--- config.mk ---
export PLATFORM = sky130hd
export DESIGN_NAME = pipe_hazard_ctrl
export DESIGN_NICKNAME = d
export VERILOG_FILES = /design/src/rtl/pipe_hazard_ctrl.sv
export SDC_FILE = /design/constraint.sdc
export NUM_CORES = 1
export LEC_CHECK = 0
export BUFFER_PORTS_ARGS = -buffer_cell sky130_fd_sc_hd__buf_2
export CAP_MARGIN = 25
export CORE_MARGIN = 10
export CORE_UTILIZATION = 40
export DETAILED_ROUTE_END_ITERATION = 10
export GPL_ROUTABILITY_DRIVEN = 1
export PLACE_DENSITY_LB_ADDON = 0.12
export SYNTH_ARGS = -nofsm -noshare
export SYNTH_HDL_FRONTEND = slang
export SYNTH_SLANG_ARGS = --single-unit
--- constraint.sdc ---
create_clock -name clk -period 4.7 [get_ports clk]
set_input_delay 0.94 -clock clk [delete_from_list [all_inputs] [get_ports clk]]
set_output_delay 0.94 -clock clk [all_outputs]
set_load 0.02 [all_outputs]
--- src/rtl/pipe_hazard_ctrl.sv ---
// Stall/flush sequencer for the 5-stage RV32 pipeline: arbitrates memory wait, mret,
// trap, taken branch and load-use, and keeps a stall counter and a busy watchdog.
module pipe_hazard_ctrl #(
  parameter int CNT_W   = 32,
  parameter int TIMEOUT = 255
) (
  input  logic             clk,
  input  logic             rst_n,
  input  logic             im_busy_i,
  input  logic             dm_busy_i,
  input  logic [4:0]       id_rs1_i,
  input  logic [4:0]       id_rs2_i,
  input  logic [4:0]       ex_rd_i,
  input  logic             ex_memread_i,
  input  logic             ex_br_taken_i,
  input  logic             irq_take_i,
  input  logic             mem_csr_ret_i,
  output logic             pc_write_o,
  output logic [1:0]       pc_sel_o,
  output logic             stall_ifid_o,
  output logic             stall_idex_o,
  output logic             stall_exmem_o,
  output logic             stall_memwb_o,
  output logic             flush_ifid_o,
  output logic             flush_idex_o,
  output logic             flush_exmem_o,
  output logic [CNT_W-1:0] stall_cnt_o,
  output logic             timeout_o
);

  typedef enum logic [1:0] {S_RUN, S_MWAIT, S_REDIR, S_MWAIT_R} state_t;

  localparam logic [12:0]      TO_LIM  = {1'b0, TIMEOUT[11:0]};
  localparam logic [CNT_W-1:0] CNT_ONE = {{(CNT_W-1){1'b0}}, 1'b1};

  state_t           r_state, w_state_nxt;
  logic [CNT_W-1:0] r_stall_cnt;
  logic [11:0]      r_wd;
  logic             r_timeout;

  logic       w_busy, w_load_use, w_hold, w_eval;
  logic       w_pc_write;
  logic [1:0] w_pc_sel;
  logic       w_fl_ifid, w_fl_idex, w_fl_exmem, w_st_ifid;

  assign w_busy     = im_busy_i | dm_busy_i;
  assign w_load_use = ex_memread_i && (ex_rd_i != 5'd0) &&
                      ((ex_rd_i == id_rs1_i) || (ex_rd_i == id_rs2_i));

  always_comb begin
    w_state_nxt = r_state;
    w_hold      = 1'b0;
    w_eval      = 1'b0;
    w_pc_write  = 1'b1;
    w_pc_sel    = 2'd0;
    w_fl_ifid   = 1'b0;
    w_fl_idex   = 1'b0;
    w_fl_exmem  = 1'b0;
    w_st_ifid   = 1'b0;

    case (r_state)
      S_RUN, S_MWAIT: begin
        if (w_busy) begin
          w_hold      = 1'b1;
          w_state_nxt = S_MWAIT;
        end else begin
          w_eval = 1'b1;
        end
      end
      S_REDIR: begin
        // Kill the wrong-path fetch; if memory stalls, the kill is owed until it releases.
        w_fl_ifid = 1'b1;
        if (w_busy) begin
          w_hold      = 1'b1;
          w_state_nxt = S_MWAIT_R;
        end else begin
          w_state_nxt = S_RUN;
        end
      end
      default: begin
        if (w_busy) begin
          w_hold = 1'b1;
        end else begin
          w_fl_ifid   = 1'b1;
          w_state_nxt = S_RUN;
        end
      end
    endcase

    if (w_hold) w_pc_write = 1'b0;

    if (w_eval) begin
      w_state_nxt = S_RUN;
      if (mem_csr_ret_i) begin
        w_pc_sel    = 2'd3;
        w_fl_ifid   = 1'b1;
        w_fl_idex   = 1'b1;
        w_fl_exmem  = 1'b1;
        w_state_nxt = S_REDIR;
      end else if (irq_take_i) begin
        w_pc_sel    = 2'd2;
        w_fl_ifid   = 1'b1;
        w_fl_idex   = 1'b1;
        w_state_nxt = S_REDIR;
      end else if (ex_br_taken_i) begin
        w_pc_sel    = 2'd1;
        w_fl_ifid   = 1'b1;
        w_fl_idex   = 1'b1;
        w_state_nxt = S_REDIR;
      end else if (w_load_use) begin
        w_pc_write = 1'b0;
        w_st_ifid  = 1'b1;
        w_fl_idex  = 1'b1;
      end
    end
  end

  assign pc_write_o    = w_pc_write;
  assign pc_sel_o      = w_pc_sel;
  assign stall_ifid_o  = w_hold | w_st_ifid;
  assign stall_idex_o  = w_hold;
  assign stall_exmem_o = w_hold;
  assign stall_memwb_o = w_hold;
  assign flush_ifid_o  = w_fl_ifid;
  assign flush_idex_o  = w_fl_idex;
  assign flush_exmem_o = w_fl_exmem;
  assign stall_cnt_o   = r_stall_cnt;
  assign timeout_o     = r_timeout;

  always_ff @(posedge clk or negedge rst_n) begin
    if (!rst_n) r_state <= S_RUN;
    else        r_state <= w_state_nxt;
  end

  always_ff @(posedge clk or negedge rst_n) begin
    if (!rst_n) begin
      r_stall_cnt <= '0;
    end else if (stall_ifid_o && (r_stall_cnt != '1)) begin
      r_stall_cnt <= r_stall_cnt + CNT_ONE;
    end
  end

  // Timeout fires on the edge that completes the TIMEOUT-th consecutive busy cycle.
  always_ff @(posedge clk or negedge rst_n) begin
    if (!rst_n) begin
      r_wd      <= '0;
      r_timeout <= 1'b0;
    end else begin
      if (!w_busy)               r_wd <= '0;
      else if (r_wd != 12'hFFF)  r_wd <= r_wd + 12'd1;
      if (w_busy && (({1'b0, r_wd} + 13'd1) >= TO_LIM)) r_timeout <= 1'b1;
    end
  end

endmodule

==> reports/qor.tcl, run 1 <==
set qor(antenna_violations_before_repair) 0
set qor(power.sequential.fraction) 0.497
set qor(worstHoldPathType) {register to register}
set qor(vias_per_cell) 5.16
set qor(worst_setup_path_start_kind) {primary input}
set qor(drt_pass1_iterations) 4
set qor(setup_viol_count_final) 0
set qor(hold_sp) {timeout_o}
set qor(cts_made_buffers) 5
set qor(p_switching_uw) 372
set qor(status) {finished clean}
set qor(dr_total_vias) 2137
set qor(worst_r2r_startpoint) {stall_cnt_o[15]}
set qor(syn_to_final_growth_pct) 18.8
set qor(report.final.slew_viol_count) 0
set qor(root_buffer) {sky130_fd_sc_hd__clkbuf_8}
set qor(crit_path_max_fanout) 8
set qor(drive_gt1_frac) 0.252
set qor(stdcell_area_sq_mm) 0.00305
set qor(max_freq_mhz) 295
set qor(power.density_cell_area_mw_per_mm2) 351
set qor(max-vdd-ir-drop_uv) 275
set qor(whs_endpoint) {timeout_o}
set qor(cts-root-to-sink-buffers) 2
set qor(clock-sinks) 47
set qor(diodes) 0
set qor(synth.cell_area_sq_mm) 0.00257
set qor(combinationalPowerShare) 0.248
set qor(postCtsSetupRepairBufs) 0
set qor(grt.overflow.total) 0
set qor(mostFrequentLayoutCells) {sky130_fd_sc_hd__buf_2 (65), sky130_fd_sc_hd__dfrtp_1 (47), sky130_fd_sc_hd__nor2_1 (30), sky130_fd_sc_hd__xor2_1 (30), sky130_fd_sc_hd__nand2_1 (27)}
set qor(ys_types) 41
set qor(nNetsFinal) 362
set qor(cts.repair.resized) 0
set qor(worst_ep_required_time_ns) 3.76
set qor(power.share.switching) 0.347
set qor(ioPinCount) 66
set qor(finalHoldViolCount) 0
set qor(ant_nets_after_route) 0
set qor(seq_area_frac_synth) 0.458
set qor(critical_path.reg2reg.endpoint) {stall_cnt_o[1]}
set qor(skew_ns) 0.00558
set qor(fp.dieH_microns) 100
set qor(post-route-period-util) 0.721
set qor(initial_core_utilization) 0.409
set qor(grt_util_all_layers) 0.122
set qor(timing.critical_path.to_type) {primary output}
set qor(post_cts_hold_buffer_count) 0
set qor(routed_wirelength_microns) 6040
set qor(synth_nets) 297
set qor(period_needed_ns) 3.39
set qor(routed_wire_length_per_instance_microns) 14.6
set qor(register_bit_count_reported_by_yosys) 47
set qor(ff2ff_setup_slack_ns) 2.24
set qor(number_of_global_route_vias_before_repair) 2101
set qor(maximum_level_of_the_cts_h_tree) 2
set qor(yosys_warnings) 0
set qor(power.leakage_uw) 0.00144
set qor(internal_power_uw) 701
set qor(min_delay_path_depth) 1
set qor(grt_setup_unrepaired) {no}
set qor(leading_cell_type_in_the_layout_fill_and_taps_excluded) {sky130_fd_sc_hd__buf_2}
set qor(worstRegToRegCells) 5
set qor(grt_start_max_net_pins) 48
set qor(dp_hpwl_microns) 4450
set qor(grt_first_pass_wirelength_microns) 10200
set qor(postSynthCellCount) 271
set qor(synthesis.area_per_instance_sq_um) 9.48
set qor(floorplan.rows) 29
set qor(die_area_sq_mm) 0.0100
set qor(io_port_bufs) 65
set qor(cts_tree) {done}
set qor(totalNegativeSetupSlack_ns) 0
set qor(max-slew-margin-rel) 0.605
set qor(die-width_microns) 100
set qor(residual_drc_count) 0
set qor(setup.worst_path.class) {primary input to primary output}
set qor(timing.max_cap.violations) 0
set qor(worst-slew-pin-transition_ns) 0.593
set qor(clkPwrFrac) 0.255
set qor(drt_iter0_drc) 54
set qor(gp_congestion) 0.808
set qor(worst_skew_pair.late_latency_ns) 0.30
set qor(design.core.area_sq_mm) 0.00628
set qor(critical_path_arrival_ns) 2.45
set qor(clkTransAtPathRegs_ns) 0.09
set qor(detailed_place.area_sq_mm) 0.00295
per-stage QoR:
stage | std cells | setup slack, ns | power (uW) | hold slack (ns) | util
6_report | 414 | 1.31 | 1070 | 0.478 | 0.486
5_1_grt | 414 | 1.24 | 1150 | 0.522 | 0.486
2_1_floorplan | 271 | 1.45 | 713 | 0.576 | -
4_1_cts | 414 | 1.31 | 1090 | 0.490 | 0.486
3_3_place_gp | 406 | 1.33 | 804 | 0.470 | 0.470
3_5_place_dp | 406 | 1.31 | 810 | 0.469 | 0.470
routing by layer:
| metal | GRT usage | vias up | wire length [microns] |
|---|---|---|---|
| li1 | - | 1049 | - |
| met1 | 0.154 | 1016 | 2730 |
| met2 | 0.188 | 68 | 2700 |
| met3 | 0.0549 | 4 | 577 |
| met4 | 0.0261 | 0 | 38 |
| met5 | 0 | - | 0 |
power by group through the flow:
stage          sequential (uW)  clock (uW)  combinational (uW)
2_1_floorplan              565           0                 148
3_3_place_gp               539           0                 266
3_5_place_dp               539           0                 271
4_1_cts                    532         282                 272
5_1_grt                    544         304                 302
6_report                   533         273                 266
Yosys cell counts, drive strengths merged:
cell type / number / area share
dfrtp: 47 / 0.46
nor2: 31 / 0.046
xor2: 30 / 0.10
nand2: 27 / 0.039
xnor2: 21 / 0.074
nand3: 17 / 0.038
nor3: 13 / 0.025
inv: 12 / 0.018
a21oi: 11 / 0.021
nand4: 10 / 0.024
nor4: 6 / 0.015
clkbuf: 5 / 0.0073
or4: 5 / 0.018
and3: 4 / 0.0097
buf: 4 / 0.014
ha: 3 / 0.015
a31o: 2 / 0.0068
and4: 2 / 0.0068
mux2i: 2 / 0.0078
nor3b: 2 / 0.0058
o21ai: 2 / 0.0039
or2: 2 / 0.0049
or3: 2 / 0.0049
a211oi: 1 / 0.0029
a21o: 1 / 0.0029
a31oi: 1 / 0.0024
mux2: 1 / 0.0044
nand2b: 1 / 0.0024
nand4bb: 1 / 0.0044
nor4b: 1 / 0.0034
o21a: 1 / 0.0029
o221ai: 1 / 0.0034
o22ai: 1 / 0.0024
o41ai: 1 / 0.0034
cells by family (layout without fill, tap and decap cells):
kind of cell,count (synthesis),count (layout),synth area share
adders and majority gates,3,3,0.0146
AOI/OAI and AO/OA,22,22,0.0526
DFF,47,47,0.458
xor gates and xnor gates,51,51,0.177
buffers and inverters,21,87,0.0385
and+or+nand+nor,124,124,0.248
muxes,3,3,0.0122
flip-flops by register name, indices dropped and copies added, names as in the netlist:
signal       cells
r_wd            12
timeout_o        1
stall_cnt_o     32
r_state          2
how the worst max path moves through the flow:
stage                          start            to  slack, ns  depth (start not counted)
final                     ex_rd_i[1]    pc_write_o       1.31                          6
after global routing      ex_rd_i[1]  stall_ifid_o       1.24                          7
after CTS                 ex_rd_i[1]    pc_write_o       1.31                          6
after detailed placement  ex_rd_i[1]    pc_write_o       1.31                          6
after global placement    ex_rd_i[1]  stall_ifid_o       1.33                          7
after floorplan           ex_rd_i[1]  stall_ifid_o       1.45                          5
layout make-up:
class,instances,area [sq um]
Fill cell,601,3220
Multi-Input combinational cell,203,1290
Sequential cell,47,1180
Timing Repair Buffer,67,340
Clock buffer,8,100
Tap cell,77,96.3
Inverter,12,45.0
critical path, stage by stage:
cell and delay, ns:
sky130_fd_sc_hd__buf_2 0.12, sky130_fd_sc_hd__or4_1 0.51, sky130_fd_sc_hd__o21a_1 0.19, sky130_fd_sc_hd__a21o_1 0.23, sky130_fd_sc_hd__nand2_1 0.23, sky130_fd_sc_hd__buf_2 0.22
Note: power is estimated with default switching activity, not from simulation.
==> inputs of run 2 (changes only) <==
==> constraint.sdc (replaced) <==
create_clock -name clk -period 3.12 [get_ports clk]
set_input_delay 0.624 -clock clk [delete_from_list [all_inputs] [get_ports clk]]
set_output_delay 0.624 -clock clk [all_outputs]
set_load 0.02 [all_outputs]
==> run 2 against run 1 <==
Compared with the run above:
- setup slack got worse by 0.94 ns
- count of clock-buffer cells in the layout decreased by 2
- final cell count decreased by 0.24%
- sequential cell count unchanged
==> reports/qor.tcl, run 2 (synthesis gave the netlist of run 1 again) <==
set qor(internal_power_uw) 1030
set qor(most_common_cell_type_on_the_critical_path) {sky130_fd_sc_hd__buf_2}
set qor(cts.repair.resized) 0
set qor(die-width_microns) 100
set qor(residual_drc_count) 0
set qor(setup_viol_count_final) 0
set qor(routed_wire_length_per_instance_microns) 14.4
set qor(clkPwrFrac) 0.238
set qor(timing.max_cap.violations) 0
set qor(post-route-period-util) 0.883
set qor(dp_hpwl_microns) 4530
set qor(status) {finished clean}
set qor(grt_first_pass_wirelength_microns) 9730
set qor(report.final.slew_viol_count) 0
set qor(vias_per_cell) 5.06
set qor(power.density_cell_area_mw_per_mm2) 516
set qor(finalHoldViolCount) 0
set qor(cp_slowest_stage_delay_ns) 0.52
set qor(ioPinCount) 66
set qor(p_switching_uw) 546
set qor(drt_pass1_iterations) 4
set qor(fillerInstances) 624
set qor(grt.overflow.total) 0
set qor(cts_tree) {done}
set qor(max-slew-margin-rel) 0.671
set qor(grt_util_all_layers) 0.117
set qor(initial_core_utilization) 0.409
set qor(worst_setup_path_start_kind) {primary input}
set qor(cts-root-to-sink-buffers) 2
set qor(grt_setup_unrepaired) {no}
set qor(p_total_uw) 1570
set qor(clock-sinks) 47
set qor(period_needed_ns) 2.75
set qor(final.setup.worst_slack_ns) 0.366
set qor(post_cts_hold_buffer_count) 0
set qor(root_buffer) {sky130_fd_sc_hd__clkbuf_8}
set qor(setup.worst_path.class) {primary input to primary output}
set qor(max-vdd-ir-drop_uv) 449
set qor(gp_congestion) 0.787
set qor(skew_ns) 0.00924
set qor(maximum_level_of_the_cts_h_tree) 2
set qor(ant_nets_after_route) 0
set qor(crit_path_max_fanout) 8
set qor(whs_ns) 0.254
set qor(number_of_global_route_vias_before_repair) 2058
set qor(power.sequential.fraction) 0.509
set qor(worstHoldPathType) {primary input to asynchronous set/reset pin}
set qor(power.leakage_uw) 0.00144
set qor(worst_skew_pair.late_latency_ns) 0.30
set qor(syn_to_final_growth_pct) 18.8
set qor(slowest_stage_cell_cp) {sky130_fd_sc_hd__or4_1}
set qor(leading_cell_type_in_the_layout_fill_and_taps_excluded) {sky130_fd_sc_hd__buf_2}
set qor(mostFrequentLayoutCells) {sky130_fd_sc_hd__buf_2 (65), sky130_fd_sc_hd__dfrtp_1 (47), sky130_fd_sc_hd__nor2_1 (30), sky130_fd_sc_hd__xor2_1 (30), sky130_fd_sc_hd__nand2_1 (27)}
set qor(diodes) 0
set qor(combinationalPowerShare) 0.253
set qor(postCtsSetupRepairBufs) 0
set qor(timing.critical_path.to_type) {primary output}
set qor(clkTransAtPathRegs_ns) 0.09
set qor(die_area_sq_mm) 0.0100
set qor(drt_iter0_drc) 67
set qor(floorplan.rows) 29
set qor(grt_start_max_net_pins) 30
set qor(routed_wirelength_microns) 5930
set qor(critical_path_arrival_ns) 2.13
set qor(dr_total_vias) 2088
set qor(io_port_bufs) 65
set qor(preCtsSetupSlack_ns) 0.355
set qor(cts_made_buffers) 5
set qor(nNetsFinal) 362
set qor(crit_family) {simple AND/OR/NAND/NOR gates}
set qor(drive_gt1_frac) 0.253
set qor(worst_ep_required_time_ns) 2.50
set qor(largest_register_ff_count) 32
set qor(critical_path_buf_inv_count) 3
set qor(max_freq_mhz) 363
set qor(antenna_violations_before_repair) 0
set qor(fp.dieH_microns) 100
set qor(timing.critical_path.cells) {buf_2 > or4_1 > o21a_1 > a21o_1 > nand2_1 > inv_1 > buf_2}
set qor(power.share.switching) 0.347
set qor(totalNegativeSetupSlack_ns) 0
set qor(worst-slew-pin-transition_ns) 0.494
set qor(design.core.area_sq_mm) 0.00628
==> run 2: changes by cell type in the layout (fill, tap and decap cells not counted), sizes merged <==
cell / change
clkbuf: -2
clkinv: +1
==> run 2: layout make-up <==
class                   count  area [sq um]  area share
clock buffers               6          82.6      0.0270
clock inverters             1          5.00     0.00164
inverters                  12          45.0      0.0148
multi-input cells         203          1290       0.424
flip-flops and latches     47          1180       0.385
well taps                  77          96.3      0.0316
repair buffers             67           353       0.116
==> run 2: final timing paths <==
check	start	to	slack (ns)	depth (start not counted)
setup / recovery	ex_rd_i[1]	stall_ifid_o	0.37	7
hold / removal	rst_n	r_wd[10]	0.25	1
setup reg to reg	stall_cnt_o[15]	stall_cnt_o[1]	0.70	5
hold reg to reg	timeout_o	timeout_o	0.48	1
max in group asynchronous	rst_n	stall_cnt_o[12]	2.36	2
min in group clk	timeout_o	timeout_o	0.48	1
==> run 2: through the flow <==
step / std cells / cell area [sq um] / utilization
after global routing: 413 / 3050 / 0.486
after detailed placement: 406 / 2970 / 0.472
final: 413 / 3050 / 0.486
after floorplan: 271 / 2570 / -
after CTS: 413 / 3050 / 0.486
after global placement: 405 / 2950 / 0.469
==> run 2: power by group through the flow <==
stage          sequential (uW)  combinational (uW)  clock [uW]
4_1_cts                    802                 407         392
5_1_grt                    821                 438         419
3_3_place_gp               811                 399           0
6_report                   801                 399         375
3_5_place_dp               812                 406           0
2_1_floorplan              851                 223           0
==> run 2: layer usage <==
metal	track usage	up-vias	wire [microns]
li1	-	1050	-
met5	0	-	0
met1	0.147	982	2740
met3	0.0378	8	388
met4	0.0478	0	76
met2	0.182	48	2730
==> inputs of run 3 (changes only) <==
--- a/config.mk
+++ b/config.mk
@@ -5,6 +5,7 @@
 export SDC_FILE = /design/constraint.sdc
 export NUM_CORES = 1
 export LEC_CHECK = 0
+export ABC_AREA = 1
 export BUFFER_PORTS_ARGS = -buffer_cell sky130_fd_sc_hd__buf_2
 export CAP_MARGIN = 25
 export CORE_MARGIN = 10
==> constraint.sdc (replaced) <==
create_clock -name clk -period 3.12 [get_ports clk]
set_input_delay 0.624 -clock clk [delete_from_list [all_inputs] [get_ports clk]]
set_output_delay 0.624 -clock clk [all_outputs]
set_load 0.005 [all_outputs]
==> run 3 against run 2 <==
Compared with the run above:
- wire length up 54%
- power is 4.0% lower
- clock power is 21% higher
- fmax increased by 19%
- die area up 23%
- sequential share of layout area shrank 7.9 points
- final cell count up 64%
- non-clock buffer count grew 3
- global-route usage grew 2.9 points
- critical endpoint is now pc_write_o
- largest power group unchanged
- setup slack improved by 0.43 ns
- critical path depth rose by 4
==> reports/qor.tcl, run 3 <==
set qor(worstRegToRegCells) 9
set qor(vias_per_cell) 4.91
set qor(gp_congestion) 0.912
set qor(cp_slowest_stage_delay_ns) 0.27
set qor(fillerInstances) 876
set qor(synth-async-reset-ratio) 1.00
set qor(detailed_place.area_sq_mm) 0.00373
set qor(most_common_cell_type_on_the_critical_path) {sky130_fd_sc_hd__nand2_1}
set qor(mostFrequentLayoutCells) {sky130_fd_sc_hd__nand2_1 (206), sky130_fd_sc_hd__buf_2 (65), sky130_fd_sc_hd__nor2_1 (60)}
set qor(initial_core_utilization) 0.407
set qor(critical_path_buf_inv_count) 4
set qor(timing.critical_path.cells) {buf_2 > inv_1 > nand2_1 > nand2_1 > nor2_1 > nand3_1 > nand2_1 > nand3_1 > nand2_2 > inv_1 > buf_2}
set qor(timing.max_cap.violations) 0
set qor(drive_gt1_frac) 0.155
set qor(grt_util_all_layers) 0.147
set qor(residual_drc_count) 0
set qor(synth_nets) 535
set qor(nNetsFinal) 599
set qor(worst_skew_pair.late_latency_ns) 0.31
set qor(report.final.slew_viol_count) 0
set qor(fp.dieH_microns) 111
set qor(syn_to_final_growth_pct) 16.2
set qor(clkTransAtPathRegs_ns) 0.09
set qor(design.core.area_sq_mm) 0.00813
set qor(largest_register_ff_count) 32
set qor(io_port_bufs) 65
set qor(cts.repair.resized) 0
set qor(stdcell_area_sq_mm) 0.00384
set qor(setup_viol_count_final) 0
set qor(worst_ep_required_time_ns) 2.50
set qor(grt.overflow.total) 0
set qor(max_freq_mhz) 431
set qor(worstHoldPathType) {primary input to asynchronous set/reset pin}
set qor(die_area_sq_mm) 0.0123
set qor(fin_util) 0.472
set qor(postCtsSetupRepairBufs) 0
set qor(status) {finished clean}
set qor(max-slew-margin-rel) 0.604
set qor(worst_setup_path_start_kind) {primary input}
set qor(ff2ff_setup_slack_ns) 0.80
set qor(worst-slew-pin-transition_ns) 0.592
set qor(period_needed_ns) 2.32
set qor(cts_tree) {done}
set qor(max-vdd-ir-drop_uv) 223
set qor(grt_first_pass_wirelength_microns) 15500
set qor(yosys_warnings) 0
set qor(clock-sinks) 47
set qor(layout.area.seq_sq_mm) 0.00118
set qor(post_cts_hold_buffer_count) 0
set qor(maximum_level_of_the_cts_h_tree) 2
set qor(synth.most_common_cell) {sky130_fd_sc_hd__nand2_1}
set qor(post_layout_nonfiller_instances) 679
set qor(synth_edf_count) 0
set qor(yosysTopAreaCellShare) 0.356
set qor(synthesis.area_per_instance_sq_um) 6.50
set qor(skew_ns) 0.0103
set qor(worst_r2r_startpoint) {stall_cnt_o[0]}
set qor(register_bit_count_reported_by_yosys) 47
set qor(timing.critical_path.from) {ex_rd_i[1]}
set qor(number_of_global_route_vias_before_repair) 3247
set qor(cts_made_buffers) 5
set qor(die-width_microns) 111
set qor(postSynthCellCount) 509
set qor(cts-root-to-sink-buffers) 2
set qor(place_inst) 671
set qor(synth_largest_area_cell) {sky130_fd_sc_hd__dfrtp_1}
set qor(finalHoldViolCount) 0
set qor(ys_types) 28
set qor(drt_pass1_iterations) 4
set qor(post-route-period-util) 0.744
set qor(leading_cell_type_in_the_layout_fill_and_taps_excluded) {sky130_fd_sc_hd__nand2_1}
set qor(netlist_top_cells_count) {sky130_fd_sc_hd__nand2_1 (206), sky130_fd_sc_hd__nor2_1 (60), sky130_fd_sc_hd__inv_1 (53), sky130_fd_sc_hd__nand3_1 (53), sky130_fd_sc_hd__dfrtp_1 (47)}
set qor(power.density_cell_area_mw_per_mm2) 393
set qor(routed_wire_length_per_instance_microns) 13.4
set qor(antenna_violations_before_repair) 0
set qor(multi_input_area_sq_mm) 0.00184
set qor(dp_hpwl_microns) 7220
set qor(ys_dominant_reg_cell) {sky130_fd_sc_hd__dfrtp_1}
set qor(crit_path_max_fanout) 14
set qor(floorplan.rows) 33
set qor(drt_iter0_drc) 139
set qor(grt_setup_unrepaired) {no}
set qor(crit_family) {simple AND/OR/NAND/NOR gates}
set qor(synth.cell_area_sq_mm) 0.00331
set qor(dr_total_vias) 3337
set qor(seq_area_frac_synth) 0.356
set qor(slowest_stage_cell_cp) {sky130_fd_sc_hd__nand2_2}
set qor(root_buffer) {sky130_fd_sc_hd__clkbuf_8}
set qor(setup.worst_path.class) {primary input to primary output}
set qor(p_total_uw) 1510
set qor(critical_path.reg2reg.endpoint) {stall_cnt_o[8]}
set qor(timing.critical_path.to_type) {primary output}
set qor(totalNegativeSetupSlack_ns) 0
set qor(critical_path_arrival_ns) 1.70
set qor(diodes) 0
set qor(ioPinCount) 66
set qor(routed_wirelength_microns) 9120
set qor(grt_start_max_net_pins) 32
set qor(ant_nets_after_route) 0
set qor(synth.top_cells.by_area) {sky130_fd_sc_hd__dfrtp_1 (36%), sky130_fd_sc_hd__nand2_1 (23%), sky130_fd_sc_hd__nand3_1 (8.0%)}
set qor(power.leakage_uw) 0.00205
run 3: kinds of logic (layout without fill, tap and decap cells):
kind of cell | Yosys count | in the layout | share of synthesized area
AOI/OAI and AO/OA | 15 | 15 | 0.0242
xor gates and xnor gates | 23 | 23 | 0.0609
adders and majority gates | 3 | 3 | 0.0114
buffers and inverters | 67 | 132 | 0.0866
DFF | 47 | 47 | 0.356
and+or+nand+nor | 354 | 354 | 0.461
run 3: metrics by stage:
stage	setup WS, ns	hold slack (ns)
finish	0.798	0.255
CTS	0.768	0.267
floorplan	1.01	0.328
detailed placement	0.754	0.465
global route	0.562	0.270
global placement	0.784	0.453
run 3: worst max path at each step:
stage	endpoint	slack [ns]	depth (start not counted)
after global routing	stall_cnt_o[7]	0.56	9
after detailed placement	stall_cnt_o[8]	0.75	12
after CTS	stall_cnt_o[8]	0.77	9
after global placement	pc_write_o	0.78	11
final	pc_write_o	0.80	11
after floorplan	flush_ifid_o	1.01	4
run 3: routing by layer:
layer | wire [microns] | part of all wire | vias up | global-route usage
met4 | 82 | 0.0090 | 0 | 0.0313
met2 | 4470 | 0.49 | 70 | 0.259
met5 | 0 | 0 | - | 0
met3 | 444 | 0.049 | 5 | 0.0314
met1 | 4120 | 0.45 | 1545 | 0.177
li1 | - | - | 1717 | -
run 3: power breakdown:
part | internal, uW | switching [uW]
Combinational | 133 | 188
Clock | 239 | 214
Sequential | 664 | 74.2
run 3: worst reg2reg max path: stages (launching register included):
cell and delay [ns]:
sky130_fd_sc_hd__dfrtp_1 0.50, sky130_fd_sc_hd__ha_1 0.35, sky130_fd_sc_hd__nand3_2 0.19, sky130_fd_sc_hd__nor2_4 0.19, sky130_fd_sc_hd__nand3_2 0.10, sky130_fd_sc_hd__nor2_4 0.12, sky130_fd_sc_hd__nand4_4 0.10, sky130_fd_sc_hd__nand2_2 0.48
sky130_fd_sc_hd__nand2_1 0.12, sky130_fd_sc_hd__nand2_1 0.09
run 3: layout make-up:
class                      instances  area share
clock inverter                     3      0.0114
sequential                        47       0.306
multi-input combinational        395       0.480
inverter                          54      0.0528
tap                              105      0.0342
timing repair buffer              70      0.0977
clock buffer                       5      0.0179
